$ cat src/rtl/mem_stage.sv
// ============================================================================
//  Module   : mem_stage
//  Purpose  : MIPS MEM stage - waits for data-SRAM responses, aligns load
//             data and drops responses belonging to flushed requests.
//  Revision : 1.0  initial release
// ============================================================================
`default_nettype none

module mem_stage #(
    parameter int ES_TO_MS_BUS_WD = 160,
    parameter int MS_TO_WS_BUS_WD = 124
) (
    input  logic                       clk,
    input  logic                       resetn,
    input  logic                       ws_allowin,
    output logic                       ms_allowin,
    input  logic                       es_to_ms_valid,
    input  logic [ES_TO_MS_BUS_WD-1:0] es_to_ms_bus,
    output logic                       ms_to_ws_valid,
    output logic [MS_TO_WS_BUS_WD-1:0] ms_to_ws_bus,
    input  logic                       data_sram_data_ok,
    input  logic [31:0]                data_sram_rdata,
    input  logic                       flush,
    output logic [4:0]                 MEM_dest,
    output logic [31:0]                MEM_result,
    output logic                       ms_load_stall,
    output logic                       ms_ex_or_eret
);

    logic                       ms_valid_q;
    logic [ES_TO_MS_BUS_WD-1:0] bus_q;
    logic [31:0]                rdata_buf_q;
    logic                       buf_valid_q;
    logic [1:0]                 discard_cnt_q;
    logic [1:0]                 discard_cnt_d;

    logic        es_mem_req;
    logic [2:0]  load_op;
    logic [31:0] rt_value;
    logic [31:0] addr;
    logic [1:0]  off;
    logic        ex;
    logic        eret;
    logic        gr_we;
    logic [4:0]  dest;
    logic [31:0] alu_result;

    logic        resp_ok;
    logic        wait_data;
    logic        ms_ready_go;
    logic [31:0] ld_data;
    logic [7:0]  ld_byte;
    logic [15:0] ld_half;
    logic [31:0] final_result;
    logic        inc_wait;
    logic        inc_offer;
    logic        dec_resp;
    logic [2:0]  discard_sum;

    assign es_mem_req = bus_q[159];
    assign load_op    = bus_q[158:156];
    assign rt_value   = bus_q[155:124];
    assign addr       = bus_q[119:88];
    assign off        = addr[1:0];
    assign ex         = bus_q[82];
    assign eret       = bus_q[75];
    assign gr_we      = bus_q[69];
    assign dest       = bus_q[68:64];
    assign alu_result = bus_q[63:32];

    assign resp_ok        = data_sram_data_ok && (discard_cnt_q == 2'd0);
    assign wait_data      = ms_valid_q && es_mem_req && !ex && !buf_valid_q;
    assign ms_ready_go    = !wait_data || resp_ok;
    assign ms_allowin     = !ms_valid_q || (ms_ready_go && ws_allowin);
    assign ms_to_ws_valid = ms_valid_q && ms_ready_go && !flush;
    assign ms_load_stall  = ms_valid_q && (load_op != 3'd0) && !ms_ready_go;
    assign ms_ex_or_eret  = ms_valid_q && (ex || eret);

    assign ld_data = buf_valid_q ? rdata_buf_q : data_sram_rdata;
    assign ld_half = addr[1] ? ld_data[31:16] : ld_data[15:0];

    always_comb begin
        ld_byte = ld_data[7:0];
        case (off)
            2'd1:    ld_byte = ld_data[15:8];
            2'd2:    ld_byte = ld_data[23:16];
            2'd3:    ld_byte = ld_data[31:24];
            default: ld_byte = ld_data[7:0];
        endcase
    end

    always_comb begin
        final_result = alu_result;
        case (load_op)
            3'd1: final_result = ld_data;
            3'd2: final_result = {{24{ld_byte[7]}}, ld_byte};
            3'd3: final_result = {24'd0, ld_byte};
            3'd4: final_result = {{16{ld_half[15]}}, ld_half};
            3'd5: final_result = {16'd0, ld_half};
            3'd6: begin
                case (off)
                    2'd0:    final_result = {ld_data[7:0],  rt_value[23:0]};
                    2'd1:    final_result = {ld_data[15:0], rt_value[15:0]};
                    2'd2:    final_result = {ld_data[23:0], rt_value[7:0]};
                    default: final_result = ld_data;
                endcase
            end
            3'd7: begin
                case (off)
                    2'd0:    final_result = ld_data;
                    2'd1:    final_result = {rt_value[31:24], ld_data[31:8]};
                    2'd2:    final_result = {rt_value[31:16], ld_data[31:16]};
                    default: final_result = {rt_value[31:8],  ld_data[31:24]};
                endcase
            end
            default: final_result = alu_result;
        endcase
    end

    assign ms_to_ws_bus = {bus_q[123:64], final_result, bus_q[31:0]};
    assign MEM_result   = final_result;
    assign MEM_dest     = (ms_valid_q && gr_we) ? dest : 5'd0;

    // A flush can orphan the waiting request and the one being offered;
    // their responses must be swallowed before any new data is trusted.
    assign inc_wait    = flush && wait_data && !resp_ok;
    assign inc_offer   = flush && es_to_ms_valid && es_to_ms_bus[159];
    assign dec_resp    = data_sram_data_ok && (discard_cnt_q != 2'd0);
    assign discard_sum = {1'b0, discard_cnt_q} + {2'b0, inc_wait}
                       + {2'b0, inc_offer} - {2'b0, dec_resp};

    always_comb begin
        discard_cnt_d = discard_sum[1:0];
        if (discard_sum > 3'd3) begin
            discard_cnt_d = 2'd3;
        end
    end

    always_ff @(posedge clk) begin
        if (!resetn) begin
            ms_valid_q    <= 1'b0;
            bus_q         <= '0;
            rdata_buf_q   <= 32'd0;
            buf_valid_q   <= 1'b0;
            discard_cnt_q <= 2'd0;
        end else begin
            discard_cnt_q <= discard_cnt_d;
            if (flush) begin
                ms_valid_q  <= 1'b0;
                buf_valid_q <= 1'b0;
            end else begin
                if (ms_allowin) begin
                    ms_valid_q <= es_to_ms_valid;
                end
                if (ms_allowin && es_to_ms_valid) begin
                    bus_q       <= es_to_ms_bus;
                    buf_valid_q <= 1'b0;
                end else if (wait_data && resp_ok && !ws_allowin) begin
                    rdata_buf_q <= data_sram_rdata;
                    buf_valid_q <= 1'b1;
                end
            end
        end
    end

endmodule

`default_nettype wire
$ cat config.mk
export PLATFORM = sky130hd
export DESIGN_NAME = mem_stage
export DESIGN_NICKNAME = d
export VERILOG_FILES = /design/src/rtl/mem_stage.sv
export SDC_FILE = /design/constraint.sdc
export NUM_CORES = 1
export LEC_CHECK = 0
export ABC_AREA = 1
export BUFFER_PORTS_ARGS = -buffer_cell sky130_fd_sc_hd__buf_2
export CORE_ASPECT_RATIO = 1.4
export CORE_UTILIZATION = 40
export DETAILED_ROUTE_END_ITERATION = 6
export GPL_ROUTABILITY_DRIVEN = 0
export PLACE_DENSITY = 0.63
export SLEW_MARGIN = 40
export SYNTH_ARGS = -nofsm -noshare
export SYNTH_HDL_FRONTEND = slang
export SYNTH_SLANG_ARGS = --single-unit
$ cat constraint.sdc
create_clock -name clk -period 6.1 [get_ports clk]
set_input_delay 0.305 -clock clk [delete_from_list [all_inputs] [get_ports clk]]
set_output_delay 0.305 -clock clk [all_outputs]
set_load 0.01 [all_outputs]
# Word level (Yosys, flattened, before mapping)
# Index checks and enable logic that the tools add are counted.
# op_classes
addsub	3
n_lt_le_gt_ge	1
n_reduce_logical	38
n_mul	0
n_shift	0
n_bitwise	3
div	0
n_mux	8
n_eq_ne	10
# ops
cell	count
32-bit one-hot mux with 7 select lines	1
32-bit one-hot mux with 3 select lines	2
32-bit two-way mux	1
8-bit one-hot mux with 3 select lines	1
1-bit logical AND	19
16-bit two-way mux	1
3-bit equality test, second input constant	4
1-bit zero test	8
3-bit by 2-bit equality test with 1-bit output, second input constant	2
5-bit two-way mux	1
2-bit equality test, second input constant	2
2-bit zero test	2
2-bit by 1-bit adder with 3-bit output	1
3-bit by 1-bit adder with 3-bit output	1
3-bit by 1-bit equality test with 1-bit output, second input constant	1
3-bit by 2-bit > comparator with 1-bit output, second input constant	1
1-bit logical OR	3
1-bit NOT	3
3-bit AND reduction	1
3-bit nonzero test	1
3-bit OR reduction	1
3-bit by 1-bit subtractor with 3-bit output	1
2-bit by 1-bit equality test with 1-bit output, second input constant	1
2-bit two-way mux	1
3 further kinds	3
# totals
latch_bits	0
mem_count	0
register_bits	196
out_inout_bits	165
mem_bits_ro	0
elab_cells	68
ram_bits	0

# Logic depth before layout (Yosys ltp)
# Gate-level depths: netlist (run 1).
# depth
word_depth	10
depth_mapped	14
depth_no_buf	13

# Worst setup path before layout (run 1)
# Ideal clock, no wire load.
# synth_path
path_type	reg2reg
start	register buf_valid_q
end	register discard_cnt_q[0]
setup_time_ps	115
setup_slack_ps	3775
arrival_ps	2210
path_buffers	1
required_time_ps	5985
path_stages_with_launch	15
cell_sequence	dfxtp_1 buf_4 inv_4 nand2_1 nor2_2 nand2_2 inv_1 nand2_1 ha_1 inv_1 fa_1 fa_1 xnor2_1 o21ai_0 inv_1
# synth_between
elab_chain_cells	9
# synth_rtl
element	line_no	text
start: declaration	33	logic buf_valid_q;
start signal: assignment	144	buf_valid_q <= 1'b0;
start signal: assignment	150	buf_valid_q <= 1'b0;
start signal: assignment	157	buf_valid_q <= 1'b0;
1-bit zero test (*)	72	assign wait_data = ms_valid_q && es_mem_req && !ex && !buf_valid_q;
1-bit logical AND (*)	72	
1-bit logical AND (*) (2 in a row)	126	assign inc_wait = flush && wait_data && !resp_ok;
2-bit by 1-bit adder with 3-bit output (*)	129	assign discard_sum = {1'b0, discard_cnt_q} + {2'b0, inc_wait}
3-bit by 1-bit adder with 3-bit output (*)	130	+ {2'b0, inc_offer} - {2'b0, dec_resp};
3-bit by 1-bit subtractor with 3-bit output (*)	130	
3-bit by 2-bit > comparator with 1-bit output	134	if (discard_sum > 3'd3) begin
2-bit two-way mux (*)	134	
end signal: assignment	147	discard_cnt_q <= discard_cnt_d;
end: declaration	34	logic [1:0] discard_cnt_q;
# Every way passes the cells marked *; elsewhere a longest branch is shown, timed or not.
# A chain may end at the register's enable or synchronous reset.

# Worst setup path in the final report (run 1)
# layout_path
start	register bus_q[89]
end	output port MEM_result[10]
# layout_between
elab_chain_cells	3
elab_cells_between_ends	9
cone_classes	eq/ne: 3; mux: 5; reduce/logical: 1
# layout_rtl
element	line_no	text
start: declaration	31	logic [ES_TO_MS_BUS_WD-1:0] bus_q;
start signal: assignment	156	bus_q <= es_to_ms_bus;
2-bit equality test, or another cell as far along	84, 101, 109	
32-bit one-hot mux with 3 select lines, or another cell as far along	109	case (off)
32-bit one-hot mux with 7 select lines (*)	94	case (load_op)
end: declaration	25	output logic [31:0] MEM_result,
# Marked as above.

==> results of run 1 <==
## layout by cell type (no fill, tap or decap), drive strengths merged, types with 7 or more instances in the layout
cell type / instances
clkbuf: 18
dfxtp: 196
clkinv: 7
inv: 223
o21ai: 92
nand2: 705
a21oi: 22
nand3: 58
buf: 377
nor2: 506
## state kept, by name (all words and copies together), names as in the netlist
name / flops
discard_cnt_q: 2
ms_valid_q: 1
buf_valid_q: 1
bus_q: 160
rdata_buf_q: 32
## per-layer routing
layer	GRT usage, %	share of wire, %	up-vias
met3	6.25	7.3	131
li1	-	-	6287
met4	16.1	5.2	16
met2	45.5	50	490
met1	27.2	37	5307
met5	0	0.27	-
## logic make-up (layout without fill, tap and decap cells)
family          after synthesis  in the layout  share of synthesized area, %
flops                       196            196                          32.9
simple gates               1277           1277                          41.2
other cells                   0              5                             0
compound gates              125            125                          5.53
buf+inv                     446            629                          19.8
fa+ha+maj                     3              3                         0.441
xor+xnor                      1              1                        0.0735
## power breakdown
group,switching [W],total [W],leakage (nW),internal (W)
logic,0.000492,0.000777,5.85,0.000285
clock network,0.000568,0.00119,0.290,0.000619
registers,0.0000536,0.00141,1.61,0.00136
total,0.00111,0.00338,7.75,0.00227
## worst min-delay path by stage
stage                           endpoint        startpoint  cells past startpoint
after floorplan              buf_valid_q    es_to_ms_valid                      1
after global placement    rdata_buf_q[5]    rdata_buf_q[5]                      2
after detailed placement  rdata_buf_q[5]    rdata_buf_q[5]                      2
after CTS                      bus_q[10]  es_to_ms_bus[10]                      3
after global routing           bus_q[10]  es_to_ms_bus[10]                      3
final                           bus_q[9]   es_to_ms_bus[9]                      3
## layout make-up
type                    instances  area, µm²  share of cell area (%)
multi-input cells            1406       5630                    41.8
flip-flops and latches        196       3920                    29.1
repair buffers                377       1990                    14.8
inverters                     220        828                    6.15
well taps                     380        475                    3.53
clock buffers                  18        429                    3.19
clock inverters                14        174                    1.29
diodes                          5       12.5                  0.0929
## tightest hold or removal path, delay by kind of cell
kind | cells | cell delay, ps
simple gates | 2 | 110
buf+inv | 1 | 80
## synth_stat cells, drive strengths merged
master  count  area [µm²]
a21oi      22         110
nand2     705        2650
buf       195        1420
a211oi      1        7.51
dfxtp     196        3920
o21bai      1        7.51
ha          1        12.5
clkinv      1        3.75
inv       219         825
nand4       5        31.3
o21a        1        7.51
o21ai      92         472
nand3      58         303
nor2      506        1900
xnor2       1        8.76
fa          2        40.0
clkbuf     31         116
a31oi       5        31.3
o211ai      3        22.5
nor3        3        15.0
## stage by stage
step | instances | setup slack [ps] | area (µm²) | hold WS, ps | utilization [%]
3_3_place_gp | 2577 | 2640 | 12800 | 443 | 43.7
2_1_floorplan | 2048 | 3770 | 11900 | 404 | -
4_1_cts | 2611 | 2070 | 13400 | 35.4 | 46.0
6_report | 2616 | 1940 | 13500 | 54.2 | 46.0
3_5_place_dp | 2579 | 2580 | 12800 | 451 | 43.9
5_1_grt | 2614 | 1670 | 13500 | 52.2 | 46.0
==> impl_metrics.tcl, run 1 <==
set metrics [dict create \
    cts_root_buf "clkbuf_16" \
    pin_count 363 \
    hpwl_um 28500 \
    final_max_slew_viol_count 0 \
    path_cells "nand2_1 > inv_1 > nand2_1 > nand2_2 > o21ai_4 > nand2_1 > nor2_1 > nor2_1 > buf_2" \
    grt_max_degree 107 \
    maxCapViolCount 0 \
    tightest_slew_ps 852 \
    synth-warning-count 0 \
    drive_gt1_share_pct 18.8 \
    cp_slowest_cell "dfxtp_1" \
    leakagePower_nw 7.75 \
    synth_nets 2249 \
    area_growth_pct 13.0 \
    core_area_um2 29300 \
    worst-path-stages 9 \
    initial_core_util_pct 40.7 \
    clk_pin_slew_ps 80 \
    yosysUniqueCellTypes 30 \
    syn_area_um2 11900 \
    die_height_um 206 \
    skew_ps 11.1 \
    ir_drop_mv 0.205 \
    die_w_um 148 \
    slowest_delay_ps 860 \
    synth-seq-cells 196 \
    path_max_fanout 24 \
    cp.arrival_ps 3850 \
    layout.nets 2419 \
    antenna_found_initial 13 \
    slew_headroom_pct 43.2 \
    die-area_um2 30500 \
    grt_pass1_wl_um 59600 \
    drc 0 \
    hold_viol 0 \
    worst_ep_required_time_ps 5790 \
    r2r-start "buf_valid_q" \
    r2r-end "discard_cnt_q[1]" \
    clock_path_buffers 2 \
    crit_type "reg2out" \
    final.fill_count 3260 \
    rows 74 \
    drtPass1Iterations 7 \
    p_per_area_nw_per_um2 251 \
    cts_resized 0 \
    wl_per_cell_um 15.0 \
    cts_hold_buf 0 \
    ys_seq_area_share_pct 32.9 \
    cp_common_cell "nand2_1" \
    crit_path_end "MEM_result[10]" \
    min_period_over_period_pct 68.1 \
    cts_sinks 196 \
    setup_viol 0 \
    hp-class "in2reg" \
    startpoint "bus_q[89]" \
    synthCells 2048 \
    ant_nets 0 \
    grt_pass1_vias 11212 \
    cts_setup_buffers 0 \
    syn_avg_cell_area_um2 5.82 \
    final.min_clock_period_ps 4160 \
    total_power_w 0.00338 \
    critPathLaunchType "flop" \
    grt.total_usage_pct 25.6 \
    outcome "finished clean" \
    cts_made_buffers 17 \
    grt_overflow 0 \
    io_buffers 362 \
    cpLargestDelayFamily "simple AND/OR/NAND/NOR gates" \
    cp-end-kind "output pin" \
    r2r_cells 13 \
    routed_wl_um 39200 \
    clock.fmax_ghz 0.241 \
    setup_tns_ps 0 \
    r2r_setup_slack_ps 3390 \
    rsz0062_at_grt "no" \
    path_buf_inv 2 \
    cts_tree "yes" \
    htreeDepth 4 \
    insertion_delay_ps 470 \
    dr_total_vias 12231 \
    via_per_inst 4.68 \
    drt-initial-drc-count 1032 \
]
Power figures use the tool's default switching activity.
==> run 2, diff against run 1 <==
--- a/config.mk
+++ b/config.mk
@@ -11,7 +11,7 @@
 export CORE_UTILIZATION = 40
 export DETAILED_ROUTE_END_ITERATION = 6
 export GPL_ROUTABILITY_DRIVEN = 0
-export PLACE_DENSITY = 0.63
+export PLACE_DENSITY = 0.65
 export SLEW_MARGIN = 40
 export SYNTH_ARGS = -nofsm -noshare
 export SYNTH_HDL_FRONTEND = slang
==> constraint.sdc (replaced) <==
create_clock -name clk -period 3.6 [get_ports clk]
set_input_delay 0.18 -clock clk [delete_from_list [all_inputs] [get_ports clk]]
set_output_delay 0.18 -clock clk [all_outputs]
set_load 0.01 [all_outputs]
==> run 2 against run 1 <==
Against the previous run:
- die area unchanged
- worst hold slack got worse by 32 ps
- critical path depth increased by 1
- combinational power increased by 93%
- first-iteration DRC count decreased by 12%
- clock power increased by 82%
- global-route usage increased by 1.6 points
- critical path type unchanged
- largest power group unchanged
- highest routed layer is now met4
==> impl_metrics.tcl, run 2 (synthesis gave the netlist of run 1 again) <==
set metrics [dict create \
    tightest_slew_ps 830 \
    core_area_um2 29300 \
    fin_area_um2 15200 \
    initial_core_util_pct 40.7 \
    final_max_slew_viol_count 0 \
    crit_path_end "ms_to_ws_bus[40]" \
    drive_gt1_share_pct 17.7 \
    drtPass1Iterations 7 \
    antenna_found_initial 4 \
    pwr-share-seq_pct 39.6 \
    critPathLaunchType "flop" \
    grt_pass1_wl_um 63900 \
    r2r-start "buf_valid_q" \
    cts_setup_buffers 0 \
    multi_input_area_um2 5630 \
    cts_resized 0 \
    rows 74 \
    die_height_um 206 \
    cp_common_cell "nand2_1" \
    insertion_delay_ps 450 \
    maxCapViolCount 0 \
    die-area_um2 30500 \
    ant_nets 0 \
    p_int_w 0.00417 \
    startpoint "bus_q[88]" \
    clock.fmax_ghz 0.320 \
    clk_pin_slew_ps 70 \
    power_switching_w 0.00188 \
    drt-initial-drc-count 913 \
    slew_headroom_pct 44.6 \
    ir_drop_mv 0.341 \
    grt_pass1_vias 12257 \
    outcome "finished clean" \
    dr_total_vias 13112 \
    htreeDepth 4 \
    path_cells "nand2_1 > buf_4 > inv_1 > nand2_1 > nand2_2 > o21ai_4 > nand2_1 > nor2_1 > nor2_1 > buf_2" \
    place_ws_ps 972 \
    rsz0062_at_grt "no" \
    slowest_delay_ps 470 \
    pin_count 363 \
    swShare_pct 31.1 \
    cp-end-kind "output pin" \
    wl_per_cell_um 15.1 \
    clock_path_buffers 2 \
    hp-class "in2reg" \
    final.min_clock_period_ps 3120 \
    grt.total_usage_pct 27.3 \
    fin_ws_ps 479 \
    final_common_cell "nand2_1" \
    combPwrFrac_pct 24.8 \
    placed_area_um2 12900 \
    die_w_um 148 \
    hold_viol 0 \
    final.fill_count 3010 \
    cp.arrival_ps 2940 \
    path_max_fanout 20 \
    worst_ep_required_time_ps 3420 \
    largest_reg_flops 160 \
    cts_sinks 196 \
    reg_top3 "bus_q: 160 flops, rdata_buf_q: 32 flops, discard_cnt_q: 2 flops" \
    skew_ps 8.53 \
    drc 0 \
    r2r-end "discard_cnt_q[0]" \
    grt_overflow 0 \
    crit_type "reg2out" \
    grt_max_degree 116 \
    cts_tree "yes" \
    leakagePower_nw 8.53 \
    area.sequential_um2 3920 \
    cts_made_buffers 17 \
    largest-register "bus_q" \
    layout.nets 2596 \
    via_per_inst 4.70 \
    p_per_area_nw_per_um2 397 \
    routed_wl_um 42100 \
    setup_viol 0 \
    io_buffers 362 \
    r2r_cells 13 \
    cts_root_buf "clkbuf_16" \
    area_growth_pct 28.0 \
    layout_common_cells "702 x nand2_1, 504 x nor2_1, 361 x buf_2" \
    hpwl_um 29300 \
    r2r_setup_slack_ps 980 \
    min_period_over_period_pct 86.7 \
    setup_tns_ps 0 \
    clockPowerShare_pct 35.7 \
    cp_slowest_cell "o21ai_4" \
]
==> run 2: power by group through the flow <==
stage                     combinational [W]  sequential [W]  clock, W
after floorplan                     0.00101         0.00241         0
after global placement              0.00131         0.00244         0
after detailed placement            0.00132         0.00244         0
after CTS                           0.00148         0.00239   0.00220
after global routing                0.00166         0.00241   0.00229
final                               0.00150         0.00239   0.00216
==> run 2: worst min-delay path by stage <==
stage                              from         endpoint  cells past startpoint
floorplan                es_to_ms_valid      buf_valid_q                      1
global placement       es_to_ms_bus[95]        bus_q[95]                      3
detailed placement      es_to_ms_bus[6]         bus_q[6]                      3
finish              data_sram_rdata[29]  rdata_buf_q[29]                      3
CTS                  data_sram_rdata[6]   rdata_buf_q[6]                      3
global route        data_sram_rdata[26]  rdata_buf_q[26]                      3
==> run 2: what timing repair did <==
| item | in CTS | in global routing |
|---|---|---|
| hold buffers | 171 | 0 |
| endpoints found under the setup margin | 0 | 0 |
| endpoints found under the hold margin | 172 | 0 |
==> run 2: per-stage QoR <==
stage / power (W) / utilization (%) / hold slack, ps / std cells
after floorplan: 0.00342 / - / 279 / 2048
after global placement: 0.00374 / 44.0 / 399 / 2585
after detailed placement: 0.00376 / 44.0 / 406 / 2585
after CTS: 0.00607 / 52.1 / 1.82 / 2788
after global routing: 0.00636 / 52.1 / 18.0 / 2792
final: 0.00605 / 52.1 / 21.9 / 2792
==> run 2: metal layers <==
metal | up-vias | track usage (%) | part of all wire (%)
met3 | 144 | 4.86 | 6.0
met4 | 0 | 19.3 | 6.8
met5 | - | 0 | 0
li1 | 6628 | - | -
met1 | 5808 | 29.5 | 38
met2 | 532 | 48.0 | 49
==> run 2: layout make-up <==
type	count	share of cell area [%]
sequential	196	25.7
clock buffer	22	3.24
antenna	4	0.0657
multi-input combinational	1406	36.9
tap	380	3.12
timing repair buffer	554	24.4
clock inverter	10	1.08
inverter	220	5.43
==> run 2: worst max-delay path, delay by kind of cell, from the launching register on <==
family                 cells  cell delay (ps)
AND/OR/NAND/NOR            6              950
buffers and inverters      3              610
AO/OA/AOI/OAI              1              470
flip-flops                 1              460
==> run 3, diff against run 2 <==
--- a/config.mk
+++ b/config.mk
@@ -11,7 +11,7 @@
 export CORE_UTILIZATION = 40
 export DETAILED_ROUTE_END_ITERATION = 6
 export GPL_ROUTABILITY_DRIVEN = 0
-export PLACE_DENSITY = 0.65
+export PLACE_DENSITY_LB_ADDON = 0.25
 export SLEW_MARGIN = 40
 export SYNTH_ARGS = -nofsm -noshare
 export SYNTH_HDL_FRONTEND = slang
==> run 3 against run 2 <==
Against the previous run:
- sequential share of layout area decreased by 0.065 points
- clock-buffer cell count unchanged
- flip-flop and latch count stayed put
- critical endpoint is now MEM_result[8]
- highest routed layer unchanged
==> impl_metrics.tcl, run 3 (synthesis gave the netlist of run 1 again) <==
set metrics [dict create \
    maxCapViolCount 0 \
    die_height_um 206 \
    grt.total_usage_pct 27.2 \
    cts_tree "yes" \
    final.min_clock_period_ps 3190 \
    initial_core_util_pct 40.7 \
    cts_hold_buf 174 \
    antenna_found_initial 4 \
    die-area_um2 30500 \
    p_per_area_nw_per_um2 393 \
    setup_viol 0 \
    largest-register "bus_q" \
    io_buffers 362 \
    cp-end-kind "output pin" \
    hold_viol 0 \
    r2r_cells 13 \
    cp.arrival_ps 3010 \
    drtPass1Iterations 7 \
    wl_per_cell_um 14.9 \
    crit_path_end "MEM_result[8]" \
    dr_total_vias 13067 \
    clock_path_buffers 2 \
    drc 0 \
    largest_reg_flops 160 \
    slew_headroom_pct 45.8 \
    r2r_setup_slack_ps 1020 \
    setup_tns_ps 0 \
    ir_drop_mv 0.351 \
    min_period_over_period_pct 88.5 \
    skew_ps 10.6 \
    die_w_um 148 \
    critPathLaunchType "flop" \
    startpoint "bus_q[89]" \
    multi_input_area_um2 5630 \
    area.sequential_um2 3920 \
    insertion_delay_ps 460 \
    routed_wl_um 41600 \
    r2r-end "discard_cnt_q[0]" \
    reg_top3 "bus_q: 160 flops, rdata_buf_q: 32 flops, discard_cnt_q: 2 flops" \
    final_cells 2796 \
    worst_ep_required_time_ps 3420 \
    tightest_slew_ps 811 \
    fin_hold_ws_ps 13.9 \
    dp.cells 2585 \
    cts_root_buf "clkbuf_16" \
    htreeDepth 4 \
    outcome "finished clean" \
    cts_setup_buffers 0 \
    clock.fmax_ghz 0.314 \
    drive_gt1_share_pct 17.7 \
    area_growth_pct 28.3 \
    drt-initial-drc-count 1026 \
    final.fill_count 3081 \
    layout_common_cells "702 x nand2_1, 504 x nor2_1, 361 x buf_2" \
    layout.nets 2600 \
    crit_type "reg2out" \
    rsz0062_at_grt "no" \
    grt_max_degree 139 \
    cts_sinks 196 \
    via_per_inst 4.67 \
    final_common_cell "nand2_1" \
    clk_pin_slew_ps 70 \
    leakagePower_nw 8.54 \
    rows 74 \
    cts_resized 0 \
    final_max_slew_viol_count 0 \
    cts_made_buffers 17 \
    total_power_w 0.00600 \
    ant_nets 0 \
    r2r-start "buf_valid_q" \
    hp-class "in2reg" \
    grt_pass1_wl_um 63700 \
    core_area_um2 29300 \
    grt_pass1_vias 12396 \
    pin_count 363 \
    hpwl_um 29100 \
    path_max_fanout 20 \
    grt_overflow 0 \
]
## run 3: changes by cell type in the layout (fill, tap and decap cells not counted), sizes merged
cell / previous run / this run
inv: 221 / 222
buf: 382 / 384
dlygate4sd3: 171 / 174
clkinv: 5 / 4
clkbuf: 23 / 22
## run 3: layout make-up
class	count	share of cell area [%]
tap	380	3.11
clock buffer	22	3.10
inverter	220	5.42
clock inverter	10	1.08
timing repair buffer	558	24.7
antenna	4	0.0655
sequential	196	25.7
multi-input combinational	1406	36.9
## run 3: metrics by stage
stage | setup WS, ps | instance area, µm² | util, %
2_1_floorplan | 1270 | 11900 | -
3_3_place_gp | 1010 | 12900 | 44.0
3_5_place_dp | 1010 | 12900 | 44.0
4_1_cts | 494 | 15200 | 52.1
5_1_grt | 266 | 15300 | 52.2
6_report | 414 | 15300 | 52.2
## run 3: report_power, final
part	switching, W	internal [W]	leakage [nW]	total, W
sequential	0.0000919	0.00231	1.61	0.00240
combinational	0.000883	0.000612	6.61	0.00149
clock	0.000882	0.00123	0.316	0.00211
total	0.00186	0.00414	8.54	0.00600
## run 3: per-layer routing
metal,part of all wire (%),vias up,GRT usage [%]
met5,0,-,0
met4,5.5,0,17.1
met3,6.4,126,5.21
met2,50,544,47.8
met1,39,5747,30.1
li1,-,6650,-
## run 3: critical path, stage by stage, from the launching register on
cell and delay [ps]:
dfxtp_1 540, buf_4 280, nand2_1 70, buf_4 230, inv_1 250, buf_4 300
nand3_1 100, nand3_1 90, nand2_1 50, inv_1 50, nand2_1 90, nor2_1 240
nor2_1 90, buf_2 150
## run 3: worst min path at each step
| stage | startpoint | endpoint | slack, ps | depth (start not counted) |
|---|---|---|---|---|
| after global routing | data_sram_rdata[27] | rdata_buf_q[27] | 30 | 3 |
| final | data_sram_rdata[24] | rdata_buf_q[24] | 10 | 3 |
| after detailed placement | es_to_ms_bus[154] | bus_q[154] | 410 | 3 |
| after CTS | data_sram_rdata[24] | rdata_buf_q[24] | 0.09 | 3 |
| after floorplan | es_to_ms_valid | buf_valid_q | 280 | 1 |
| after global placement | es_to_ms_bus[66] | bus_q[66] | 400 | 3 |
